===== config.mk =====
export PLATFORM = sky130hd
export DESIGN_NAME = im_loader
export DESIGN_NICKNAME = d
export VERILOG_FILES = /design/src/rtl/im_loader.sv
export SDC_FILE = /design/constraint.sdc
export NUM_CORES = 1
export LEC_CHECK = 0
export ABC_AREA = 0
export BUFFER_PORTS_ARGS = -buffer_cell sky130_fd_sc_hd__buf_2
export CORE_MARGIN = 1.5
export CORE_UTILIZATION = 54
export DETAILED_ROUTE_END_ITERATION = 12
export PLACE_DENSITY = 0.8
export SYNTH_ARGS = -nofsm -noshare
export SYNTH_HDL_FRONTEND = slang
export SYNTH_SLANG_ARGS = --single-unit

===== constraint.sdc =====
create_clock -name clk -period 4.24 [get_ports clk]
set_input_delay 0.212 -clock clk [delete_from_list [all_inputs] [get_ports clk]]
set_output_delay 0.212 -clock clk [all_outputs]
set_load 0.02 [all_outputs]

===== src/rtl/im_loader.sv =====
// ============================================================================
// Module   : im_loader
// Purpose  : Streams 32-bit instruction words into a byte-wide, big-endian
//            instruction memory (MSB byte at the lowest address).
// Option   : IM_LOADER_READBACK_EN adds a read-back verify pass per word.
// Revision : 1.0 - initial release
// ============================================================================
`default_nettype none

module im_loader #(
  parameter int ADDR_W    = 8,
  parameter int BASE_ADDR = 0
) (
  input  logic              clk,
  input  logic              reset,
  input  logic              start,
  input  logic              instr_valid,
  output logic              instr_ready,
  input  logic [31:0]       instr_data,
  input  logic              instr_last,
  output logic              mem_we,
  output logic [ADDR_W-1:0] mem_addr,
  output logic [7:0]        mem_wdata,
`ifdef IM_LOADER_READBACK_EN
  output logic [ADDR_W-1:0] mem_raddr,
  input  logic [7:0]        mem_rdata,
  output logic              err_mismatch,
`endif
  output logic              busy,
  output logic              done,
  output logic [ADDR_W-2:0] word_count,
  output logic              err_overflow
);

  // Low two state bits double as the byte index within the word.
  localparam logic [3:0] S_IDLE   = 4'd0;
  localparam logic [3:0] S_ACCEPT = 4'd1;
  localparam logic [3:0] S_DONE   = 4'd2;
  localparam logic [3:0] S_WR0    = 4'd4;
  localparam logic [3:0] S_WR1    = 4'd5;
  localparam logic [3:0] S_WR2    = 4'd6;
  localparam logic [3:0] S_WR3    = 4'd7;
`ifdef IM_LOADER_READBACK_EN
  localparam logic [3:0] S_RB0    = 4'd8;
  localparam logic [3:0] S_RB1    = 4'd9;
  localparam logic [3:0] S_RB2    = 4'd10;
  localparam logic [3:0] S_RB3    = 4'd11;
`endif

  // Pointer carries one extra bit so "one past the top" is representable.
  localparam logic [ADDR_W:0]   BASE_PTR = (ADDR_W+1)'(BASE_ADDR);
  localparam logic [ADDR_W:0]   TOP_PTR  = (ADDR_W+1)'((2**ADDR_W) - 4);
  localparam logic [ADDR_W:0]   PTR_STEP = (ADDR_W+1)'(4);
  localparam logic [ADDR_W-2:0] CNT_ONE  = (ADDR_W-1)'(1);

  logic [3:0]        state_q, state_d;
  logic [ADDR_W:0]   ptr_q, ptr_d;
  logic [31:0]       data_q, data_d;
  logic              last_q, last_d;
  logic [ADDR_W-2:0] count_q, count_d;
  logic              ovf_q, ovf_d;
`ifdef IM_LOADER_READBACK_EN
  logic              mis_q, mis_d;
  logic              in_rb;
`endif

  logic              in_wr;
  logic              word_end;
  logic [1:0]        byte_idx;
  logic [7:0]        cur_byte;
  logic [ADDR_W-1:0] byte_addr;

  assign byte_idx  = state_q[1:0];
  assign in_wr     = (state_q[3:2] == 2'b01);
  assign byte_addr = ptr_q[ADDR_W-1:0] + {{(ADDR_W-2){1'b0}}, byte_idx};
`ifdef IM_LOADER_READBACK_EN
  assign in_rb     = (state_q[3:2] == 2'b10);
`endif

  always_comb begin
    case (byte_idx)
      2'd0:    cur_byte = data_q[31:24];
      2'd1:    cur_byte = data_q[23:16];
      2'd2:    cur_byte = data_q[15:8];
      default: cur_byte = data_q[7:0];
    endcase
  end

  always_comb begin
    state_d  = state_q;
    ptr_d    = ptr_q;
    data_d   = data_q;
    last_d   = last_q;
    count_d  = count_q;
    ovf_d    = ovf_q;
    word_end = 1'b0;
`ifdef IM_LOADER_READBACK_EN
    mis_d    = mis_q;
`endif
    case (state_q)
      S_IDLE, S_DONE: begin
        if (start) begin
          ptr_d   = BASE_PTR;
          count_d = '0;
          ovf_d   = 1'b0;
`ifdef IM_LOADER_READBACK_EN
          mis_d   = 1'b0;
`endif
          state_d = S_ACCEPT;
        end
      end
      S_ACCEPT: begin
        if (instr_valid) begin
          // Never wrap: a word that would run past the top is swallowed.
          if (ptr_q > TOP_PTR) begin
            ovf_d   = 1'b1;
            state_d = S_DONE;
          end else begin
            data_d  = instr_data;
            last_d  = instr_last;
            state_d = S_WR0;
          end
        end
      end
      S_WR0, S_WR1, S_WR2: state_d = state_q + 4'd1;
`ifdef IM_LOADER_READBACK_EN
      S_WR3: state_d = S_RB0;
      S_RB0, S_RB1, S_RB2: begin
        if (mem_rdata != cur_byte) mis_d = 1'b1;
        state_d = state_q + 4'd1;
      end
      S_RB3: begin
        if (mem_rdata != cur_byte) mis_d = 1'b1;
        word_end = 1'b1;
      end
`else
      S_WR3: word_end = 1'b1;
`endif
      default: state_d = S_IDLE;
    endcase

    if (word_end) begin
      ptr_d   = ptr_q + PTR_STEP;
      count_d = count_q + CNT_ONE;
      state_d = last_q ? S_DONE : S_ACCEPT;
    end
  end

  always_ff @(posedge clk or posedge reset) begin
    if (reset) begin
      state_q <= S_IDLE;
      ptr_q   <= BASE_PTR;
      data_q  <= '0;
      last_q  <= 1'b0;
      count_q <= '0;
      ovf_q   <= 1'b0;
`ifdef IM_LOADER_READBACK_EN
      mis_q   <= 1'b0;
`endif
    end else begin
      state_q <= state_d;
      ptr_q   <= ptr_d;
      data_q  <= data_d;
      last_q  <= last_d;
      count_q <= count_d;
      ovf_q   <= ovf_d;
`ifdef IM_LOADER_READBACK_EN
      mis_q   <= mis_d;
`endif
    end
  end

  assign instr_ready  = (state_q == S_ACCEPT);
  assign mem_we       = in_wr;
  assign mem_addr     = in_wr ? byte_addr : '0;
  assign mem_wdata    = in_wr ? cur_byte : 8'h00;
  assign done         = (state_q == S_DONE);
  assign word_count   = count_q;
  assign err_overflow = ovf_q;
`ifdef IM_LOADER_READBACK_EN
  assign busy         = (state_q == S_ACCEPT) | in_wr | in_rb;
  assign mem_raddr    = in_rb ? byte_addr : '0;
  assign err_mismatch = mis_q;
`else
  assign busy         = (state_q == S_ACCEPT) | in_wr;
`endif

endmodule

`default_nettype wire


==> flow_metrics.env <==
export IMPL_cp_max_fo=33
export IMPL_synth_edf_count=0
export IMPL_synth_ff_type="dfrtp_1"
export IMPL_whs_path_depth=2
export IMPL_vias=1994
export IMPL_ys_ff_latch=52
export IMPL_rsz0062_at_grt="no"
export IMPL_timing_final_crit_share_pct=57.3
export IMPL_synthCells=230
export IMPL_startpoint_type="flip-flop"
export IMPL_startpoint="state_q[1]"
export IMPL_reg2reg_from="state_q[1]"
export IMPL_place_ws_ns=1.86
export IMPL_layout_min_cycle_time_ns=2.43
export IMPL_ant_nets=0
export IMPL_port_buffers=64
export IMPL_grt_pass1_wl_um=9180
export IMPL_firstDrtPassIters=5
export IMPL_power_switching_mw=0.803
export IMPL_drc=0
export IMPL_die_area_mm2=0.00549
export IMPL_globalRouteOverflowTotal=0
export IMPL_cts_buffers=5
export IMPL_start_util_pct=57.1
export IMPL_setup_violations_final=0
export IMPL_hold_viol=0
export IMPL_drt_initial_drc_count=206
export IMPL_yosysUniqueCellTypes=45
export IMPL_ctsHoldBuffers=0
export IMPL_wirelength_um=5620
export IMPL_core_mm2=0.00479
export IMPL_tns_ns=0
export IMPL_die_w_um=74.1
export IMPL_grt_usage_pct=22.2
export IMPL_final_nets=332
export IMPL_cts_tree="yes"
export IMPL_fillerInstances=383
export IMPL_post_cts_resized=0
export IMPL_status="finished, final reports clean"
export IMPL_p_int_mw=1.32
export IMPL_worstHoldStart="instr_data[18]"
export IMPL_io_pins=65
export IMPL_p_leak_nw=1.57
export IMPL_floorplan_rows=25
export IMPL_ys_async_sr_fraction_pct=100
export IMPL_p_seq_share_pct=38.8
export IMPL_maxSlewViolCount=0
export IMPL_grt_pass1_vias=1915
export IMPL_syn_area_per_cell_um2=11.9
export IMPL_synthToLayoutAreaGrowth_pct=13.7
export IMPL_synthesis_area_mm2=0.00273
export IMPL_dp_hpwl_um=4060
export IMPL_combPwrFrac_pct=48.4
export IMPL_cts_root_buffer="clkbuf_8"
export IMPL_synth_nets=274
export IMPL_postPlaceCellArea_mm2=0.00302
export IMPL_numClockSinks=52
export IMPL_crit_required_ns=4.42
export IMPL_place_gp_congestion=0.902
export IMPL_p_clk_share_pct=12.8
export IMPL_antenna_found_initial=0
export IMPL_clkTransAtPathRegs_ns=0.09
export IMPL_cap_violations=0
export IMPL_post_drt_wl_per_cell_um=15.8
export IMPL_htree_levels=2
export IMPL_tightest_slew_ns=1.04
export IMPL_yosysWarnings=0
export IMPL_endpoint_kind="flip-flop"
export IMPL_critPathArrivalTime_ns=2.61
export IMPL_post_cts_buffers=0
export IMPL_fin_ws_ns=1.81
export IMPL_swShare_pct=37.9
export IMPL_vias_per_cell=5.60
export IMPL_fin_worst_skew_ns=0.0116
export IMPL_fin_area_mm2=0.00311
export IMPL_powerDensity_mw_per_mm2=683
export IMPL_grt_max_degree=53
export IMPL_peakVddDrop_v=0.000322
export IMPL_slew_headroom_pct=30.4
export IMPL_seq_area_frac_synth_pct=47.6
export IMPL_cts_buffer_depth=2
export IMPL_fmax_mhz=411
export IMPL_r2r_cells=6
export IMPL_critPathKind="flip-flop to flip-flop"
export IMPL_die_h_um=74.1
export IMPL_insertion_delay_ns=0.30
export IMPL_drive_above_1_share_pct=39.4
export IMPL_antennaDiodeCount=0
export IMPL_hold_path_class="input pin to flip-flop"
==> cells in the mapped netlist, types with 2 or more instances <==
library cell | n | area, um^2
a21oi_1 | 11 | 55.1
a221oi_1 | 2 | 17.5
a222oi_1 | 8 | 80.1
and2_1 | 7 | 43.8
and3_2 | 2 | 15.0
buf_12 | 3 | 60.1
buf_2 | 5 | 25.0
clkbuf_1 | 2 | 7.51
dfrtp_1 | 52 | 1300
ha_1 | 7 | 87.6
inv_1 | 6 | 22.5
mux2_2 | 4 | 45.0
mux2_4 | 30 | 450
mux2i_1 | 6 | 60.1
nand2_1 | 14 | 52.6
nand3_1 | 4 | 20.0
nand3b_1 | 2 | 15.0
nand4_1 | 5 | 31.3
nor2_1 | 24 | 90.1
nor3_1 | 2 | 10.0
o21ai_0 | 8 | 40.0
o31ai_1 | 3 | 22.5
==> logic make-up after synthesis <==
group,share of synthesized area (%)
buffers and inverters,5.18
adder cells (fa/ha/maj),3.21
AND/OR/NAND/NOR,12.7
multiplexers,20.3
flip-flops,47.6
XOR/XNOR,0.321
AO/OA/AOI/OAI,10.6
==> state kept, by name (all words and copies together), names as in the netlist <==
name          count
word_count        7
last_q            1
data_q           32
err_overflow      1
ptr_q             7
state_q           4
==> power groups by stage <==
| stage | Combinational (mW) | Clock (mW) | Sequential, mW |
|---|---|---|---|
| 6_report | 1.03 | 0.272 | 0.824 |
| 5_1_grt | 1.12 | 0.301 | 0.847 |
| 3_3_place_gp | 0.999 | 0 | 0.817 |
| 4_1_cts | 1.02 | 0.280 | 0.822 |
| 2_1_floorplan | 0.894 | 0 | 0.781 |
| 3_5_place_dp | 1.02 | 0 | 0.828 |
==> layer usage <==
layer,wire (um),global-route usage [%],part of all wire (%),vias up
met3,318,3.79,5.7,10
met5,0,0,0,-
met1,2570,31.4,46,965
li1,-,-,-,947
met4,93,8.64,1.7,0
met2,2640,34.3,47,72
==> worst paths after layout <==
path	endpoint	slack (ns)
max	data_q[1]	1.81
min	data_q[18]	0.13
max reg2reg	data_q[1]	1.81
min reg2reg	word_count[6]	0.48
max in group asynchronous	state_q[0]	3.43
min in group asynchronous	data_q[29]	0.16
==> critical path, stage by stage (launching register included) <==
cell and delay [ns]:
dfrtp_1 0.43, inv_1 0.13, ha_1 0.48, nand2_2 0.15, inv_2 0.11, and3_4 0.59
mux2_2 0.40
==> cell usage in the layout, fill, tap and decap left out, types with 2 or more instances in the layout <==
cell type,netlist,final
inv_2,1,2
dfrtp_1,52,52
a222oi_1,8,8
nand4_1,5,5
nand2_1,14,14
and3_2,2,2
ha_1,7,7
and2_1,7,7
buf_2,5,64
a21oi_1,11,11
nand3b_1,2,2
clkbuf_8,0,5
mux2_4,30,30
a221oi_1,2,2
o21ai_0,8,8
nor2_1,24,24
mux2i_1,6,6
nand3_1,4,4
o31ai_1,3,3
nor3_1,2,2
mux2_2,4,4
clkbuf_1,2,2
inv_1,6,5
==> through the flow <==
step	instances	total power [mW]	hold slack [ns]	util (%)
detailed placement	348	1.85	0.446	63.1
finish	356	2.12	0.132	64.9
global placement	348	1.82	0.444	63.1
floorplan	230	1.67	0.360	-
CTS	356	2.13	0.128	64.9
global route	356	2.26	0.116	64.9
==> final cells by class <==
type | instances | area (um^2) | share of cell area, %
Sequential cell | 52 | 1300 | 41.9
Multi-Input combinational cell | 158 | 1290 | 41.5
Timing Repair Buffer | 64 | 320 | 10.3
Tap cell | 67 | 83.8 | 2.70
Clock buffer | 7 | 76.3 | 2.46
Inverter | 7 | 26.3 | 0.846
Clock inverter | 1 | 8.76 | 0.282
Note: power is estimated with default switching activity, not from simulation.
